`src/rtl/regfile_pkg.sv`:
```
// Shared defaults and helpers for the multi-port register file.
// Optional trace output is enabled with the RF_TRACE_EN macro (see regfile_mp_sb.sv).
package regfile_pkg;

  localparam int DEF_DATA_W = 32;
  localparam int DEF_ADDR_W = 5;
  localparam int DEF_NUM_RD = 2;

  // Architectural zero register: reads as zero, never pending.
  localparam int ZERO_REG = 0;

  // Bit offset of port k inside a packed per-port bus of w-bit fields.
  function automatic int port_lsb(input int k, input int w);
    return k * w;
  endfunction

endpackage

```
`src/rtl/rf_scoreboard.sv`:
```
// Busy-bit scoreboard: issue sets a destination pending, writeback clears it.
// A set and a clear of the same register in one cycle leave it pending,
// because the set belongs to a newer producer. Register 0 is never pending.
module rf_scoreboard
  import regfile_pkg::*;
#(
  parameter int ADDR_W = DEF_ADDR_W
) (
  input  logic                 clk,
  input  logic                 reset,
  input  logic                 alloc_en,
  input  logic [ADDR_W-1:0]    alloc_addr,
  input  logic                 clr_en,
  input  logic [ADDR_W-1:0]    clr_addr,
  output logic [2**ADDR_W-1:0] busy_vec
);

  localparam int DEPTH = 2 ** ADDR_W;
  localparam logic [ADDR_W-1:0] ZERO_ADDR = ADDR_W'(ZERO_REG);

  logic [DEPTH-1:0] busy_d;
  logic [DEPTH-1:0] busy_q;

  // Next busy vector: clear first, then set, so a same-cycle set wins.
  always_comb begin
    busy_d = busy_q;
    if (clr_en && (clr_addr != ZERO_ADDR)) begin
      busy_d[clr_addr] = 1'b0;
    end
    if (alloc_en && (alloc_addr != ZERO_ADDR)) begin
      busy_d[alloc_addr] = 1'b1;
    end
    busy_d[ZERO_REG] = 1'b0;
  end

  // Busy register with synchronous active-low clear.
  always_ff @(posedge clk) begin
    if (!reset) begin
      busy_q <= '0;
    end else begin
      busy_q <= busy_d;
    end
  end

  assign busy_vec = busy_q;

endmodule

```
`src/rtl/regfile_mp_sb.sv`:
```
// Multi-read-port register file with write-through bypass and busy scoreboard.
// Define RF_TRACE_EN to print one trace line per committed register write.
module regfile_mp_sb
  import regfile_pkg::*;
#(
  parameter int DATA_W = DEF_DATA_W,
  parameter int ADDR_W = DEF_ADDR_W,
  parameter int NUM_RD = DEF_NUM_RD
) (
  input  logic                     clk,
  input  logic                     reset,
  input  logic [NUM_RD*ADDR_W-1:0] rd_addr,
  output logic [NUM_RD*DATA_W-1:0] rd_data,
  output logic [NUM_RD-1:0]        rd_busy,
  input  logic                     wr_en,
  input  logic [ADDR_W-1:0]        wr_addr,
  input  logic [DATA_W-1:0]        wr_data,
  input  logic [31:0]              wr_pc,
  input  logic                     alloc_en,
  input  logic [ADDR_W-1:0]        alloc_addr,
  output logic [2**ADDR_W-1:0]     busy_vec
);

  localparam int DEPTH = 2 ** ADDR_W;
  localparam logic [ADDR_W-1:0] ZERO_ADDR = ADDR_W'(ZERO_REG);

  logic [DATA_W-1:0] rf_d [DEPTH];
  logic [DATA_W-1:0] rf_q [DEPTH];
  logic              wr_commit;

  assign wr_commit = wr_en && (wr_addr != ZERO_ADDR);

  // Next register contents: apply the writeback, keep r0 pinned at zero.
  always_comb begin
    rf_d = rf_q;
    if (wr_commit) begin
      rf_d[wr_addr] = wr_data;
    end
    rf_d[ZERO_REG] = '0;
  end

  // Storage update with synchronous active-low clear of every register.
  always_ff @(posedge clk) begin
    if (!reset) begin
      for (int i = 0; i < DEPTH; i++) begin
        rf_q[i] <= '0;
      end
    end else begin
      rf_q <= rf_d;
    end
  end

  rf_scoreboard #(
    .ADDR_W(ADDR_W)
  ) u_scoreboard (
    .clk       (clk),
    .reset     (reset),
    .alloc_en  (alloc_en),
    .alloc_addr(alloc_addr),
    .clr_en    (wr_en),
    .clr_addr  (wr_addr),
    .busy_vec  (busy_vec)
  );

  for (genvar k = 0; k < NUM_RD; k++) begin : g_rd
    logic [ADDR_W-1:0] addr;
    logic              hit;
    logic [DATA_W-1:0] data;

    assign addr = rd_addr[port_lsb(k, ADDR_W) +: ADDR_W];
    assign hit  = wr_commit && (wr_addr == addr);

    // Read mux: zero register, then same-cycle writeback, then storage.
    always_comb begin
      data = '0;
      if (addr == ZERO_ADDR) begin
        data = '0;
      end else if (hit) begin
        data = wr_data;
      end else begin
        data = rf_q[addr];
      end
    end

    assign rd_data[port_lsb(k, DATA_W) +: DATA_W] = data;
    assign rd_busy[k] = (addr != ZERO_ADDR) && busy_vec[addr] && !hit;
  end

`ifdef RF_TRACE_EN
  // Trace each committed write at the edge that updates the register.
  always_ff @(posedge clk) begin
    if (reset && wr_commit) begin
      $display("%0t@%h: $%0d <= %h", $time, wr_pc, wr_addr, wr_data);
    end
  end
`else
  logic unused_wr_pc;
  assign unused_wr_pc = ^wr_pc;
`endif

endmodule

```
`config.mk`:
```
export PLATFORM = sky130hd
export DESIGN_NAME = regfile_mp_sb
export DESIGN_NICKNAME = d
export VERILOG_FILES = /design/src/rtl/regfile_pkg.sv /design/src/rtl/rf_scoreboard.sv /design/src/rtl/regfile_mp_sb.sv
export SDC_FILE = /design/constraint.sdc
export NUM_CORES = 2
export LEC_CHECK = 0
export CAP_MARGIN = 20
export CORE_ASPECT_RATIO = 0.7
export CORE_MARGIN = 4
export CORE_UTILIZATION = 40
export CTS_CLUSTER_DIAMETER = 80
export DETAILED_ROUTE_END_ITERATION = 10
export HOLD_SLACK_MARGIN = 0.08
export SYNTH_ARGS = -nofsm -noshare
export SYNTH_HDL_FRONTEND = slang
export SYNTH_HIERARCHICAL = 1
export SYNTH_SLANG_ARGS = --single-unit
```
`constraint.sdc`:
```
create_clock -name clk -period 8.84 [get_ports clk]
set_input_delay 2.652 -clock clk [delete_from_list [all_inputs] [get_ports clk]]
set_output_delay 2.652 -clock clk [all_outputs]
set_load 0.03 [all_outputs]
```
Word-level counts from Yosys, hierarchy flattened

Index checks and enable logic that the tools add are counted.

Flip-flop bits (word level): 1056
Latch bits: 0
Bits in writable memories: 0
Memory bits (read-only): 0
Input bits: 88
Output and inout bits: 98
Memories kept: 0

Add/subtract/negate cells: 0
$mul: 0
Divide/modulo/power cells: 0
Magnitude comparators: 10
Equal/unequal tests: 2
Shifts and indexed selects: 0
Mux-type cells: 23
Bitwise gates (word level): 6
Reductions and logical operators: 19

Operators by type and width:

| operator                                                          | count |
|---|---|
| bitwise mux 1024 bit                                              | 1 |
| two-way mux 32 bit                                                | 11 |
| binary-select mux 32 bit (select 5 bit)                           | 2 |
| demux 32 bit (select 5 bit)                                       | 1 |
| bitwise AND 32 bit                                                | 1 |
| NOT 32 bit                                                        | 1 |
| OR 32 bit                                                         | 1 |
| < comparator 5 x 6 -> 1 bit, second input constant                | 4 |
| nonzero test 5 bit                                                | 4 |
| greater-or-equal comparator 6 bit, second input constant          | 3 |
| NOT 5 -> 6 bit                                                    | 3 |
| logical AND 1 bit                                                 | 11 |
| binary-select mux 1 bit (select 5 bit)                            | 2 |
| demux 1 bit (select 5 bit)                                        | 2 |
| equality test 5 bit                                               | 2 |
| greater-or-equal comparator 5 x 1 -> 1 bit, second input constant | 2 |
| logical NOT 5 bit                                                 | 2 |
| < comparator 6 x 1 -> 1 bit, second input constant                | 1 |
| two-way mux 1 bit                                                 | 4 |
| logical NOT 1 bit                                                 | 2 |

Logic depth before layout (Yosys ltp)

Depth in word-level cells: 9
Depth in mapped cells: 9
Mapped depth without buffers: 5

By module

Netlist, hierarchy kept.

Modules (own cells, without submodules):

| module        | times used | cells an instance | area each (sq um) |
|---|---|---|---|
| regfile_mp_sb | 1          | 5932              | 53896.7 |
| rf_scoreboard | 1          | 140               | 1348.8 |

Worst setup path before layout

No wires, ideal clock.

Kind: input to output
Start: in rd_addr[7]
End: out rd_data[62]
Arrival time: 4.959 ns
Required time: 6.188 ns
Slack: 1.229 ns
Stages on the path: 6
Buffers on the path: 3
Cells stage by stage: buf_2 nor2b_1 clkbuf_1 clkbuf_1 a221oi_1 o311ai_0

Longest elaborated chain between the ends: 6
Elaborated cells between the ends (all ways): 9

Ends and longest elaborated chain:

| what                                                   | RTL line            | RTL |
|---|---|---|
| start: declaration                                     | regfile_mp_sb.sv:12 | `input logic [NUM_RD*ADDR_W-1:0] rd_addr,` |
| NOT 5 -> 6 bit (not written as such)                   | regfile_mp_sb.sv:81 | `data = rf_q[addr];` |
| binary-select mux 32 bit (select 5 bit)                | regfile_mp_sb.sv:81 |  |
| two-way mux 32 bit (not written as such) (2 in series) | regfile_mp_sb.sv:81 |  |
| two-way mux 32 bit                                     | regfile_mp_sb.sv:78 | `end else if (hit) begin` |
| two-way mux 32 bit *                                   | regfile_mp_sb.sv:76 | `if (addr == ZERO_ADDR) begin` |
| end: declaration                                       | regfile_mp_sb.sv:13 | `output logic [NUM_RD*DATA_W-1:0] rd_data,` |

Mark *: on every way between the ends. The rest lies on a longest branch, timed or not. The select of a mux whose other input is x is not followed.

Worst setup path in the final report

Start: in wr_addr[4]
End: out rd_data[25]

Longest elaborated chain between the ends: 5
Elaborated cells between the ends (all ways): 6

Ends and longest elaborated chain:

| what                 | RTL line            | RTL |
|---|---|---|
| start: declaration   | regfile_mp_sb.sv:16 | `input logic [ADDR_W-1:0] wr_addr,` |
| nonzero test 5 bit   | regfile_mp_sb.sv:31 | `assign wr_commit = wr_en && (wr_addr != ZERO_ADDR);` |
| logical AND 1 bit    | regfile_mp_sb.sv:31 |  |
| logical AND 1 bit *  | regfile_mp_sb.sv:71 | `assign hit = wr_commit && (wr_addr == addr);` |
| two-way mux 32 bit * | regfile_mp_sb.sv:78 |  |
| two-way mux 32 bit * | regfile_mp_sb.sv:76 |  |

Mark *: on every way between the ends. The rest lies on a longest branch, timed or not.

==> flow_summary.yaml <==
status:
  status: "complete, no violations"
setup_path:
  slowest_delay_ns: 1.06
  timing.rr.start: "rf_q[611]"
  reg2reg_to: "rf_q[611]"
  cp_slowest_cell: "o41ai_1"
  cp_top_family: "compound AO/OA/AOI/OAI gates"
  reg2reg_depth: 2
  critPathRequiredTime_ns: 6.19
  crit_chain: "clkdlybuf4s50_1, or3_4, nor3_4, or4_4, o21ai_2, o41ai_1, buf_12"
  crit_type: "primary input to output port"
  worstSetupStartpointType: "primary input"
  path_buf_inv: 2
  reg2reg_slack_ns: 8.09
  arrival_ns: 5.77
  crit_path_end_kind: "output port"
  path_max_fanout: 10
worst_hold_path:
  hold_start: "rf_q[620]"
  hold_path_class: "register to register"
  min_to: "rf_q[620]"
  hold_depth: 2
route:
  drtAntennaViolNets: 0
  drt_first_iter_violations: 7554
  firstDrtPassIters: 5
  vias: 49200
  post-route-drc-count: 0
  via_per_inst: 6.26
  wirelength_um: 223000
  post_drt_wl_per_cell_um: 28.4
clock_network:
  cts_setup_buffers: 0
  cts-resized-gates: 0
  cts.clk_slew.worst_paths_ns: 0.06
  cts_sinks: 1023
  root_buffer: "clkbuf_16"
  h-tree-depth: 3
  clkLatencyLatePin_ns: 0.73
  cts_tree: "yes"
  clk_path_buf_depth: 3
  hold_buffers: 0
  cts_made_buffers: 101
logic_synthesis:
  synth_async_sr_flop_share_pct: 0
  syn_area_sq_um: 55200
  netlist_instances: 6072
  synth.top_cells.by_area: "dfxtp_1 (37%), mux4_2 (19%), nand2_1 (15%)"
  syn_nets: 6160
  synth_top_cell_by_area: "dfxtp_1"
  yosysTopAreaCellShare_pct: 37.1
  synth-seq-area-share_pct: 37.1
  syn_area_per_cell_sq_um: 9.10
  ys_ff_latch: 1023
  yosys_warnings: 6
  synth_cell_types: 73
  yosys_most_used_dff: "dfxtp_1"
  synth_edf_count: 0
floorplanning:
  start_util_pct: 40.5
  dieArea_sq_um: 144000
  die_h_um: 319
  die_w_um: 452
  core_area_sq_um: 136000
  core.rowCount: 113
  io_pins: 186
timing:
  finalCritPeriodShare_pct: 95.3
  finClkSkew_ns: 0
  whs_ns: 0.465
  slew_headroom_pct: 23.8
  tightest_slew_ns: 1.14
  layout_min_cycle_time_ns: 8.42
  fmax_ghz: 0.119
  slew_violations: 0
  hold_viol_final: 0
  finalSetupTns_ns: 0
  finalSetupViolCount: 0
  rsz0062_at_grt: "no"
global_routing:
  antenna_found_initial: 8
  gr-total-overflow: 0
  grt_max_degree: 270
  grt_pass1_wl_um: 321000
  grt_pass1_vias: 45500
  track_usage_pct: 29.9
final_layout:
  final_nets: 6019
  nFillCells: 12800
  area_growth_pct: 13.7
  fin_area_sq_um: 62800
  drive_gt1_share_pct: 18.4
  utilization_pct: 46.1
place:
  io_buffer_count: 152
  place_area_sq_um: 59500
  hpwl_um: 134000
  gp_congestion: 0.901
pwr:
  powerDensity_nw_per_um2: 164
  leakagePower_nw: 19.8
  ir_drop_v: 0.000149
run:
  max-cap-violations: 0
-- Yosys cell counts (all sizes together) (4+ instances only) --
library cell  number
a2111oi           11
a21boi           993
a21oi              9
a221oi            45
a22o               9
a22oi            111
a31oi             10
a32o              48
a32oi             13
and2               4
and3               6
and3b              4
buf              233
clkbuf           418
dfxtp           1023
inv                7
mux2              68
mux2i             33
mux4             467
nand2           2155
nand3             54
nand3b             9
nand4              7
nor2             114
nor2b             12
nor3               8
nor3b             12
o2111a             5
o211ai            49
o21ai             43
o22ai             10
o311ai             6
o31ai              9
o41ai             14
or2                6
or3                5
or3b               4
xnor2              8
-- report_power, final --
part           internal [mW]  switching [mW]  total, mW
clock network           2.45            1.99       4.44
registers               4.64          0.0260       4.67
logic                  0.443           0.748       1.19
total                   7.54            2.76       10.3
-- cell usage in the layout, fill, tap and decap left out, types with 33 or more instances in the layout --
master | netlist | final
a22oi_1 | 111 | 111
clkbuf_16 | 0 | 105
nor2_1 | 114 | 80
mux2_2 | 68 | 68
a21boi_0 | 959 | 959
mux4_2 | 459 | 459
a32o_1 | 48 | 48
a221oi_1 | 45 | 45
o211ai_1 | 49 | 49
clkdlybuf4s50_1 | 0 | 77
mux2i_1 | 33 | 33
nand3_1 | 54 | 54
a21boi_1 | 34 | 34
o21ai_0 | 38 | 38
buf_12 | 1 | 98
nand2_1 | 2155 | 2126
nor2_4 | 0 | 33
buf_4 | 31 | 222
dfxtp_1 | 1023 | 1023
-- worst max path at each step --
stage,startpoint,end,slack [ns],cells after the start
final,wr_addr[4],rd_data[25],0.42,7
after CTS,wr_addr[4],rd_data[25],0.51,7
after detailed placement,wr_addr[4],rd_data[25],0.52,7
after global routing,wr_addr[4],rd_data[25],0.35,7
after floorplan,rd_addr[7],rd_data[62],1.23,6
after global placement,wr_addr[4],rd_data[25],0.54,7
-- metrics by stage --
stage	setup WS (ns)	total power, mW	std cells
6_report	0.418	10.3	7856
5_1_grt	0.355	10.5	7854
4_1_cts	0.511	10.3	7852
3_5_place_dp	0.521	5.93	7667
3_3_place_gp	0.545	5.93	7666
2_1_floorplan	1.23	5.41	6072
-- worst min-delay path, delay by kind of cell, from the launching register on --
kind            cells  cell delay [ns]
simple gates        1             0.05
compound gates      1             0.05
flops               1             0.31
-- metal layers --
layer	vias up	share of wire (%)	GRT usage, %
li1	21100	-	-
met1	24300	41	42.8
met2	3244	41	41.8
met3	534	13	8.75
met4	2	4.9	12.8
met5	-	0.0067	0
-- final cells by class --
class / instances / area, sq um / area share [%]
multi-input combinational: 4390 / 32200 / 51.2
sequential: 1023 / 20500 / 32.6
clock buffer: 158 / 3050 / 4.85
antenna: 3 / 7.51 / 0.0119
clock inverter: 27 / 233 / 0.370
inverter: 8 / 30.0 / 0.0478
tap: 1840 / 2300 / 3.66
timing repair buffer: 407 / 4540 / 7.23
-- sequential cells by signal, summed over array words and instances, names as in the netlist --
register               cells
u_scoreboard/busy_vec     31
rf_q                     992
-- kinds of logic after synthesis --
family,count (synthesis),share of synthesized area [%]
and+or+nand+nor,2409,17.1
buffers and inverters,659,5.30
other,1,0.00679
muxes,568,21.1
xor gates and xnor gates,10,0.159
AOI/OAI and AO/OA,1402,19.3
DFF,1023,37.1
(Power assumes the default switching activity.)
